[src/rtl/sd_spi_master.sv]
// Memory-mapped, byte-wide, mode-0 SPI master for the SD card with a programmable SCLK divider.
// Defining SPI_LOOPBACK_EN adds CTRL bit 2 (loop), which feeds MOSI back into the receive path.
module sd_spi_master #(
    parameter int         XLEN      = 32,
    parameter logic [7:0] DIV_RESET = 8'd62
) (
    input  logic              clk_i,
    input  logic              resetn_i,
    input  logic              EN,
    input  logic [1:0]        ADDR,
    input  logic              WR,
    input  logic [XLEN/8-1:0] BE,
    input  logic [XLEN-1:0]   DATAI,
    output logic [XLEN-1:0]   DATAO,
    output logic              READY,
    output logic              SPI_SCLK,
    output logic              SPI_MOSI,
    input  logic              SPI_MISO,
    output logic              SPI_CS_N
);

    typedef enum logic [1:0] {IDLE, LOW, HIGH, DONE} state_t;

    state_t          state, state_nxt;
    logic [7:0]      div, wdiv, cnt, shift, rx_data;
    logic [2:0]      bit_cnt;
    logic            rx_valid, overrun, loop, busy, wr_data, half_done, miso_bit;
    logic [XLEN-1:0] rd_mux;
    logic            unused_bits;

    assign busy        = (state != IDLE);
    assign wr_data     = EN && WR && (ADDR == 2'd0) && BE[0];
    assign half_done   = (cnt == wdiv);
    assign unused_bits = ^{DATAI, BE};

`ifdef SPI_LOOPBACK_EN
    always_ff @(posedge clk_i or negedge resetn_i) begin
        if (!resetn_i)
            loop <= 1'b0;
        else if (EN && WR && (ADDR == 2'd2) && BE[0])
            loop <= DATAI[2];
    end
    assign miso_bit = loop ? SPI_MOSI : SPI_MISO;
`else
    assign loop     = 1'b0;
    assign miso_bit = SPI_MISO;
`endif

    always_comb begin
        rd_mux = '0;
        case (ADDR)
            2'd0: rd_mux[7:0] = rx_data;
            2'd1: rd_mux[2:0] = {overrun, rx_valid, busy};
            2'd2: begin
                rd_mux[15:8] = div;
                rd_mux[2]    = loop;
                rd_mux[0]    = SPI_CS_N;
            end
            default: ;
        endcase
    end

    always_ff @(posedge clk_i or negedge resetn_i) begin
        if (!resetn_i)
            state <= IDLE;
        else
            state <= state_nxt;
    end

    always_comb begin
        state_nxt = state;
        case (state)
            IDLE: if (wr_data) state_nxt = LOW;
            LOW:  if (half_done) state_nxt = HIGH;
            HIGH: if (half_done) state_nxt = (bit_cnt == 3'd7) ? DONE : LOW;
            DONE: state_nxt = IDLE;
            default: state_nxt = IDLE;
        endcase
    end

    always_ff @(posedge clk_i or negedge resetn_i) begin
        if (!resetn_i) begin
            DATAO    <= '0;
            READY    <= 1'b0;
            SPI_SCLK <= 1'b0;
            SPI_MOSI <= 1'b1;
            SPI_CS_N <= 1'b1;
            div      <= DIV_RESET;
            wdiv     <= DIV_RESET;
            cnt      <= 8'd0;
            shift    <= 8'd0;
            rx_data  <= 8'd0;
            bit_cnt  <= 3'd0;
            rx_valid <= 1'b0;
            overrun  <= 1'b0;
        end else begin
            READY <= EN;
            if (EN && !WR)
                DATAO <= rd_mux;
            if (EN && WR) begin
                case (ADDR)
                    2'd0: if (BE[0] && busy) overrun <= 1'b1;
                    2'd1: if (BE[0] && DATAI[2]) overrun <= 1'b0;
                    2'd2: begin
                        if (BE[0]) SPI_CS_N <= DATAI[0];
                        if (BE[1]) div <= DATAI[15:8];
                    end
                    default: ;
                endcase
            end
            if (EN && !WR && (ADDR == 2'd0))
                rx_valid <= 1'b0;
            // Received bits enter at the LSB on each rising edge, so shift[7]
            // always holds the next bit to transmit after the preceding fall.
            case (state)
                IDLE: if (wr_data) begin
                    shift    <= DATAI[7:0];
                    SPI_MOSI <= DATAI[7];
                    bit_cnt  <= 3'd0;
                    cnt      <= 8'd0;
                    wdiv     <= div;
                end
                LOW: begin
                    if (half_done) begin
                        SPI_SCLK <= 1'b1;
                        shift    <= {shift[6:0], miso_bit};
                        cnt      <= 8'd0;
                    end else begin
                        cnt <= cnt + 8'd1;
                    end
                end
                HIGH: begin
                    if (half_done) begin
                        SPI_SCLK <= 1'b0;
                        cnt      <= 8'd0;
                        if (bit_cnt != 3'd7) begin
                            SPI_MOSI <= shift[7];
                            bit_cnt  <= bit_cnt + 3'd1;
                        end
                    end else begin
                        cnt <= cnt + 8'd1;
                    end
                end
                DONE: begin
                    rx_data  <= shift;
                    rx_valid <= 1'b1;
                    SPI_MOSI <= 1'b1;
                end
                default: ;
            endcase
        end
    end

endmodule
[config.mk]
export PLATFORM = sky130hd
export DESIGN_NAME = sd_spi_master
export DESIGN_NICKNAME = d
export VERILOG_FILES = /design/src/rtl/sd_spi_master.sv
export SDC_FILE = /design/constraint.sdc
export NUM_CORES = 1
export LEC_CHECK = 0
export CAP_MARGIN = 10
export CORE_MARGIN = 2
export CORE_UTILIZATION = 45
export DETAILED_ROUTE_END_ITERATION = 6
export DONT_BUFFER_PORTS = 1
export HOLD_SLACK_MARGIN = 0.15
export SETUP_SLACK_MARGIN = 0.4
export SYNTH_ARGS = -nofsm -noshare
export SYNTH_HDL_FRONTEND = slang
export SYNTH_SLANG_ARGS = --single-unit
[constraint.sdc]
create_clock -name clk_i -period 2.11 [get_ports clk_i]
set_clock_uncertainty 0.15 [all_clocks]
set_input_delay 0.1055 -clock clk_i [delete_from_list [all_inputs] [get_ports clk_i]]
set_output_delay 0.1055 -clock clk_i [all_outputs]
set_load 0.02 [all_outputs]
==> results of run 1 <==
-- registers in the layout, indices dropped and copies added (netlist names) --
| register | cells |
|---|---|
| bit_cnt | 3 |
| rx_valid | 1 |
| READY | 1 |
| state | 2 |
| shift | 8 |
| wdiv | 8 |
| overrun | 1 |
| SPI_SCLK | 1 |
| SPI_CS_N | 1 |
| cnt | 8 |
| DATAO | 16 |
| SPI_MOSI | 1 |
| div | 8 |
| rx_data | 8 |
-- Yosys cell counts (all sizes together), types with 2 or more instances --
cell type  instances  area share
xor2               8       0.021
o21ai             12       0.018
dfstp             12       0.095
a22oi              2      0.0045
o22a               2      0.0053
and2               5      0.0094
a22o              14       0.037
nand2             11       0.013
ha                 7       0.026
nor2               8      0.0091
nand2b             6       0.011
inv               10       0.011
buf               22       0.046
nand4              3      0.0057
nor4               2       0.013
o31ai              6       0.014
mux2i              3      0.0091
clkbuf             7      0.0079
o22ai             15       0.028
dfrtp             55        0.42
a21oi             14       0.021
nor3               2      0.0030
a211oi             4      0.0091
nand3              8       0.012
mux2              31        0.11
nor2b              2      0.0038
a31oi              5      0.0094
and3               3      0.0057
-- routing by layer --
| layer | up-vias | GRT usage |
|---|---|---|
| li1 | 1124 | - |
| met1 | 1188 | 0.234 |
| met2 | 57 | 0.308 |
| met3 | 14 | 0.0520 |
| met4 | 0 | 0.0641 |
| met5 | - | 0 |
-- power groups by stage --
| stage | Sequential [mW] | Combinational (mW) | Clock [mW] |
|---|---|---|---|
| 3_5_place_dp | 2.12 | 2.24 | 0 |
| 5_1_grt | 2.18 | 3.08 | 1.33 |
| 6_report | 2.13 | 2.83 | 1.25 |
| 2_1_floorplan | 2.02 | 1.70 | 0 |
| 3_3_place_gp | 2.11 | 2.22 | 0 |
| 4_1_cts | 2.10 | 2.55 | 1.28 |
-- per-stage QoR --
| stage | setup WS [ns] | util | instance area [um2] |
|---|---|---|---|
| after floorplan | 0.163 | - | 3420 |
| after global routing | 0.111 | 0.589 | 4220 |
| final | 0.174 | 0.589 | 4220 |
| after detailed placement | 0.0588 | 0.489 | 3510 |
| after CTS | 0.172 | 0.569 | 4080 |
| after global placement | 0.0893 | 0.489 | 3510 |
-- final timing paths --
check / from / end / depth (start not counted)
setup / recovery: wdiv[1] / bit_cnt[0] / 6
hold / removal: resetn_i / cnt[2] / 0
setup reg to reg: wdiv[1] / bit_cnt[0] / 6
hold reg to reg: rx_data[3] / DATAO[3] / 1
max in group asynchronous: resetn_i / SPI_MOSI / 0
min in group clk_i: ADDR[1] / DATAO[2] / 2
-- area by class of cell --
| type | count | area share |
|---|---|---|
| well taps | 99 | 0.0293 |
| repair buffers | 51 | 0.113 |
| inverters | 10 | 0.00889 |
| multi-input cells | 199 | 0.394 |
| clock inverters | 6 | 0.0225 |
| clock buffers | 10 | 0.0326 |
| flip-flops and latches | 67 | 0.400 |
-- repair_timing --
item / 4_1_cts / 5_1_grt
resized for setup: 17 / 19
buffers inserted: 3 / 1
endpoints found under the setup margin: 23 / 42
hold buffers: 24 / 3
hold endpoints to repair: 108 / 75
pin swaps: 1 / 9
-- kinds of logic (layout without fill, tap and decap cells) --
logic type / after synthesis / in the layout / synth area share
AO/OA/AOI/OAI: 82 / 82 / 0.166
flip-flops: 67 / 67 / 0.510
AND/OR/NAND/NOR: 52 / 52 / 0.0940
buffers and inverters: 39 / 77 / 0.0649
multiplexers: 34 / 34 / 0.116
XOR/XNOR: 8 / 8 / 0.0211
adder cells (fa/ha/maj): 7 / 7 / 0.0264
other: 1 / 16 / 0.00113
==> results.md, run 1 <==
* Main flop type after synthesis: dfrtp_1
* Avg Inst Size Synth at 11.4 um2
* Sw Share at 0.383
* Finished Layout Cells at 442
* Kind of launch point of the worst setup path: flop
* Slew @ Worst Pin at 0.502 ns
* Number of antenna violations at the first check in global routing at 0
* Register-to-register setup slack at 0.17 ns
* Maximum number of pins on one net before global-route repair at 68
* Power, Total at 6.20 mW
* Number of violations of the max-capacitance limit at 0
* Count of cell types in the netlist at 44
* Final period demand of the worst path at roughly 1.9 ns
* Number of buffers added by the clock tree synthesis step at 9
* Clock latency of the later-clocked register in the worst-skew pair at 0.35 ns
* Synth-to-Final Area Change at 27.4%
* Number of sinks handled by clock tree synthesis at 67
* Total GRT Usage at 0.185
* P per Cell Area at between 1000 and 1500 mW/mm2
* Clock network fraction of total power at 0.201
* Cell area after synthesis at 0.00331 mm2
* DR DRC count at 0
* Result of the run: finished with violations
* Final Max Slew Viols at 0
* Clock tree from TritonCTS: done
* Final hold violation count at 67
* Sequential share of the synthesized area at 0.510
* Die W at approximately 90 um
* Setup TNS after final layout at 0 ns
* Placed insts at 395
* Kind of cell adding the most delay to the critical path: flip-flops
* Final wirelength at 7.27 mm
* Share of the clock period used by the worst path at 0.917
* Final antenna-violating net count at 0
* Maximum count of clock buffers along a single path at 2
* GRT overflow at 0
* Worst-case hold slack at -0.710 ns
* Critical-path cell list: xor2_2, nor4_4, buf_6, nand3b_4, mux2_4, a22o_1
* Master cell of the clock root buffer: clkbuf_8
* Site Rows at 31
* Maximum fanout count along the critical path at 4
* Hold/Removal Path Class: input port to async pin
* Maximum vdd ir drop at between 0.0007 and 0.0008 V
* EDFF count, synth at 0
* Routed length per placed instance at 16.4 um
* Unrepaired setup endpoints after global routing: true
* Share of post-route cells with drive strength above 1 at 0.344
* Number of fill cells in the layout at a little under 600
* Normalized max-slew margin at 0.666
* Total of buffers placed on input and output ports at 0
* Sequential group share of total power at 0.343
* Number of antenna cells inserted at 0
* Reg clk slew, reported paths at 0.08 ns
* Sum of buffers and inverters on the critical path at 1
* F_max at 517 MHz
* Ys async rst share at 1.00
* Iteration-0 DRC count of the detailed router at 70
* H-tree depth reported by CTS at 3
* Critical Path Sink Type: flop
* Logic pwr share at 0.456
* Routed via count at roughly 2400
* Floorplan core area at 0.00718 mm2
* Detailed-routing wirelength on met1 at between 3 and 4 mm
* Category of the most critical setup path: flop to flop
* Switching component of the power at 2.38 mW
* Area of all sequential standard cells at 0.00169 mm2
* Detail Route met3 WL at 330 um
* Leading cell type in the layout, fill and taps excluded: dfrtp_1
* Cell Int Power at about 3.8 mW
* Placed wire-length estimate at between 4 and 5 mm
* Met2 WL post-DR at 3.67 mm
* Area of combinational cells with multiple inputs at 0.00166 mm2
* WP data arrival at 2.03 ns
* Post-detailed-route via-to-cell ratio at 5.39
* Post-layout net count at 388
* Required time of the worst setup path at roughly 2.2 ns
* Slowest CP cell: dfstp_2
* Leakage at 1.88 nW
* Cell count after synthesis at a little under 300
* Synth Warn # at 0
* Delay contributed by the slowest stage of the critical path at 0.57 ns
* Starting density of the core at 0.462
* I/O pin total at 79
* Failing checks: hold timing
* Global-route wire length before repair at approximately 12 mm
* Die outline area at between 0.008 and 0.009 mm2
* Setup violations, final at 0
* Flip-flop and latch count after synthesis at 67
* Uppermost layer routed: met4
* Number of global-route vias before repair at ~2400
* RePlAce Congestion at 0.786
* Die extent in y at 89.8 um
* Leading cell types in the layout, fill and taps excluded: 55 x dfrtp_1, 30 x mux2_2, 26 x dlygate4sd3_1
* Drt pass-1 iters at 4
No activity file was read; power rests on OpenSTA's default activity.
==> run 2: changes to the inputs <==
- ABC_AREA: unset -> 1
- SKIP_LAST_GASP: unset -> 1
==> run 2 against run 1 <==
Against the previous run: the run still ends with hold timing left; synthesized cell count rose by 32%; count of clock-buffer cells in the layout unchanged; sequential power shrank 2%; non-clock buffer count rose by 1; first-iteration DRC count increased by 120%; wire length is 2.3% higher; critical path type unchanged.
==> results.md, run 2 <==
* Starting density of the core at 0.462 (about the same)
* Kind of launch point of the worst setup path: flop
* Required time of the worst setup path at 2.19 ns (about the same)
* Cell count after synthesis at 382 (+32%)
* Leakage at 2.09 nW (+11%)
* Routed length per placed instance at 13.8 um (-16%)
* Die W at 90.1 um (+0.26%)
* Unrepaired setup endpoints after global routing: true
* Failing checks: hold timing
* I/O pin total at 79 (unchanged)
* Clock latency of the later-clocked register in the worst-skew pair at 0.34 ns (about the same)
* Result of the run: finished with violations
* Flip-flop and latch count after synthesis at 67 (unchanged)
* Setup violations, final at 0 (unchanged)
* Category of the most critical setup path: flop to flop
* Cell type with the highest aggregate area in the netlist: dfrtp_1
* Number of fill cells in the layout at 674 (+14%)
* Cell area after synthesis at 0.00333 mm2 (+0.53%)
* Final antenna-violating net count at 0 (unchanged)
* Total of buffers placed on input and output ports at 0 (unchanged)
* Maximum number of pins on one net before global-route repair at 68 (unchanged)
* Number of buffers added by the clock tree synthesis step at 9 (unchanged)
* Iteration-0 DRC count of the detailed router at 156 (+120%)
* Maximum fanout count along the critical path at 8 (+4)
* Site Rows at 31 (unchanged)
* Post-layout net count at 485 (+25%)
* Post-detailed-route via-to-cell ratio at 4.97 (-7.7%)
* Number of antenna cells inserted at 0 (unchanged)
* Number of global-route vias before repair at 2682 (+10%)
* Share of the clock period used by the worst path at 0.790 (-0.128)
* F_max at 600 MHz (+16%)
* Floorplan core area at 0.00721 mm2 (+0.54%)
* GRT overflow at 0 (unchanged)
* Clock tree from TritonCTS: done
* EDFF count, synth at 0 (unchanged)
* WP data arrival at 1.75 ns (-0.28 ns)
* Count of cell types in the netlist at 33 (-25%)
* Routed via count at 2681 (+13%)
* Register-to-Register Path Depth at 8 (+2)
* DR DRC count at 0 (unchanged)
* Master cell of the clock root buffer: clkbuf_8
* Synth-to-Final Area Change at 26.2%
* Most frequent cell after synthesis: nand2_1
* H-tree depth reported by CTS at 3 (unchanged)
* Critical-path cell list: xnor2_1, nand2_1, nor2_4, nand2_4, nand2_4, nand2_8, nand2_1, o21ai_2
* Cell types occupying the most area after synthesis: dfrtp_1 41%, nand2_1 12%, dfstp_2 9.5%
* Normalized max-slew margin at 0.600 (-0.0656)
* Critical Path Sink Type: flop
* Number of antenna violations at the first check in global routing at 0 (unchanged)
* Number of sinks handled by clock tree synthesis at 67 (unchanged)
* Synth Warn # at 0 (unchanged)
* Hold/Removal Path Class: input port to async pin
* Main flop type after synthesis: dfrtp_1
* Drt pass-1 iters at 5 (+1)
* Final hold violation count at 67 (unchanged)
* Total GRT Usage at 0.184 (-0.00147)
* RePlAce Congestion at 0.790 (+0.51%)
* Placed wire-length estimate at 4.56 mm (-1.1%)
* Avg Inst Size Synth at 8.72 um2 (-24%)
* Maximum vdd ir drop at 0.000669 V (-16%)
* Register with the highest flop count: DATAO
* Slowest CP cell: dfstp_2
* Worst-case hold slack at -0.704 ns (+0.00664 ns)
* Max FFs per register at 16 (unchanged)
* Leading cell types in the layout, fill and taps excluded: 98 x nand2_1, 54 x dfrtp_1, 39 x inv_1
* Setup TNS after final layout at 0 ns (unchanged)
* Register-to-register setup slack at 0.44 ns (+0.27 ns)
* Slew @ Worst Pin at 0.600 ns (+0.0984 ns)
* Final wirelength at 7.43 mm (+2.3%)
* Global-route wire length before repair at 12.0 mm (-0.41%)
* Final period demand of the worst path at 1.67 ns (-0.269 ns)
* Power, Total at 5.33 mW (-14%)
* Final Max Slew Viols at 0 (unchanged)
* Number of violations of the max-capacitance limit at 0 (unchanged)
* Maximum count of clock buffers along a single path at 2 (unchanged)
* Die extent in y at 90.1 um (+0.26%)
* Share of post-route cells with drive strength above 1 at 0.189 (-0.155)
* Die outline area at 0.00811 mm2 (+0.51%)
* Top cells by count, synth: 104 x nand2_1, 55 x dfrtp_1, 43 x inv_1
* Worst flop-to-flop path startpoint: wdiv[2]
* Ys async rst share at 1.00 (unchanged)
* P per Cell Area at 1270 mW/mm2 (-14%)
* Leading cell type in the layout, fill and taps excluded: nand2_1
* Reg clk slew, reported paths at 0.08 ns (about the same)
* Delay contributed by the slowest stage of the critical path at 0.54 ns (-0.03 ns)
* Portion of synthesized cell area occupied by the leading cell type at 0.413 (-0.00218)
* Critical register-to-register path endpoint: shift[7]
* Sequential share of the synthesized area at 0.508 (-0.00268)
## run 2: worst max-delay path, delay by kind of cell (launching register included)
kind | cells | cell delay, ns
and+or+nand+nor | 6 | 0.71
DFF | 1 | 0.54
AOI/OAI and AO/OA | 1 | 0.05
xor gates and xnor gates | 1 | 0.12
## run 2: how the worst max path moves through the flow
stage,to,slack [ns],start
finish,shift[7],0.44,wdiv[2]
global placement,cnt[6],0.28,state[0]
global route,shift[7],0.36,wdiv[3]
floorplan,state[0],0.43,state[1]
detailed placement,shift[0],0.29,state[1]
CTS,cnt[6],0.39,state[0]
## run 2: what timing repair did
| action | in CTS | in global routing |
|---|---|---|
| pin swaps | 0 | 7 |
| buffers inserted | 1 | 10 |
| hold endpoints to repair | 117 | 70 |
| cloned | 0 | 2 |
| gates resized for setup | 7 | 26 |
| hold buffers | 35 | 3 |
| endpoints found under the setup margin | 15 | 47 |
## run 2: cells by family after synthesis
logic type / count (synthesis) / synth area share
and+or+nand+nor: 157 / 0.204
buffers and inverters: 70 / 0.102
AOI/OAI and AO/OA: 67 / 0.121
DFF: 67 / 0.508
muxes: 8 / 0.0244
adders and majority gates: 7 / 0.0263
xor gates and xnor gates: 5 / 0.0131
other: 1 / 0.00113
## run 2: power breakdown
| group | switching [mW] | internal [mW] | total [mW] |
|---|---|---|---|
| Clock | 0.507 | 0.819 | 1.33 |
| Sequential | 0.355 | 1.73 | 2.08 |
| Combinational | 1.11 | 0.809 | 1.92 |
## run 2: area by class of cell
cell class                 instances  area (um2)  share of cell area
sequential                        67        1690               0.403
multi-input combinational        261        1480               0.352
timing repair buffer              52         485               0.115
inverter                          43         165              0.0393
clock buffer                      10         138              0.0327
tap                               99         124              0.0295
clock inverter                     6         113              0.0268
timing repair inverter             1        7.51             0.00179
## run 2: routing by layer
metal | up-vias | part of all wire | global-route usage
met1 | 1302 | 0.43 | 0.209
met3 | 15 | 0.041 | 0.0570
met4 | 0 | 0.022 | 0.0808
met5 | - | 0 | 0
met2 | 54 | 0.51 | 0.318
li1 | 1310 | - | -
## run 2: per-stage QoR
| step | hold WS (ns) | instance area, um2 | setup slack, ns | utilization | std cells |
|---|---|---|---|---|---|
| after floorplan | -0.340 | 3390 | 0.425 | - | 397 |
| after global placement | -0.339 | 3360 | 0.280 | 0.466 | 473 |
| after detailed placement | -0.339 | 3360 | 0.292 | 0.466 | 473 |
| after CTS | -0.719 | 4000 | 0.393 | 0.554 | 525 |
| after global routing | -0.731 | 4200 | 0.356 | 0.583 | 539 |
| final | -0.704 | 4200 | 0.443 | 0.583 | 539 |
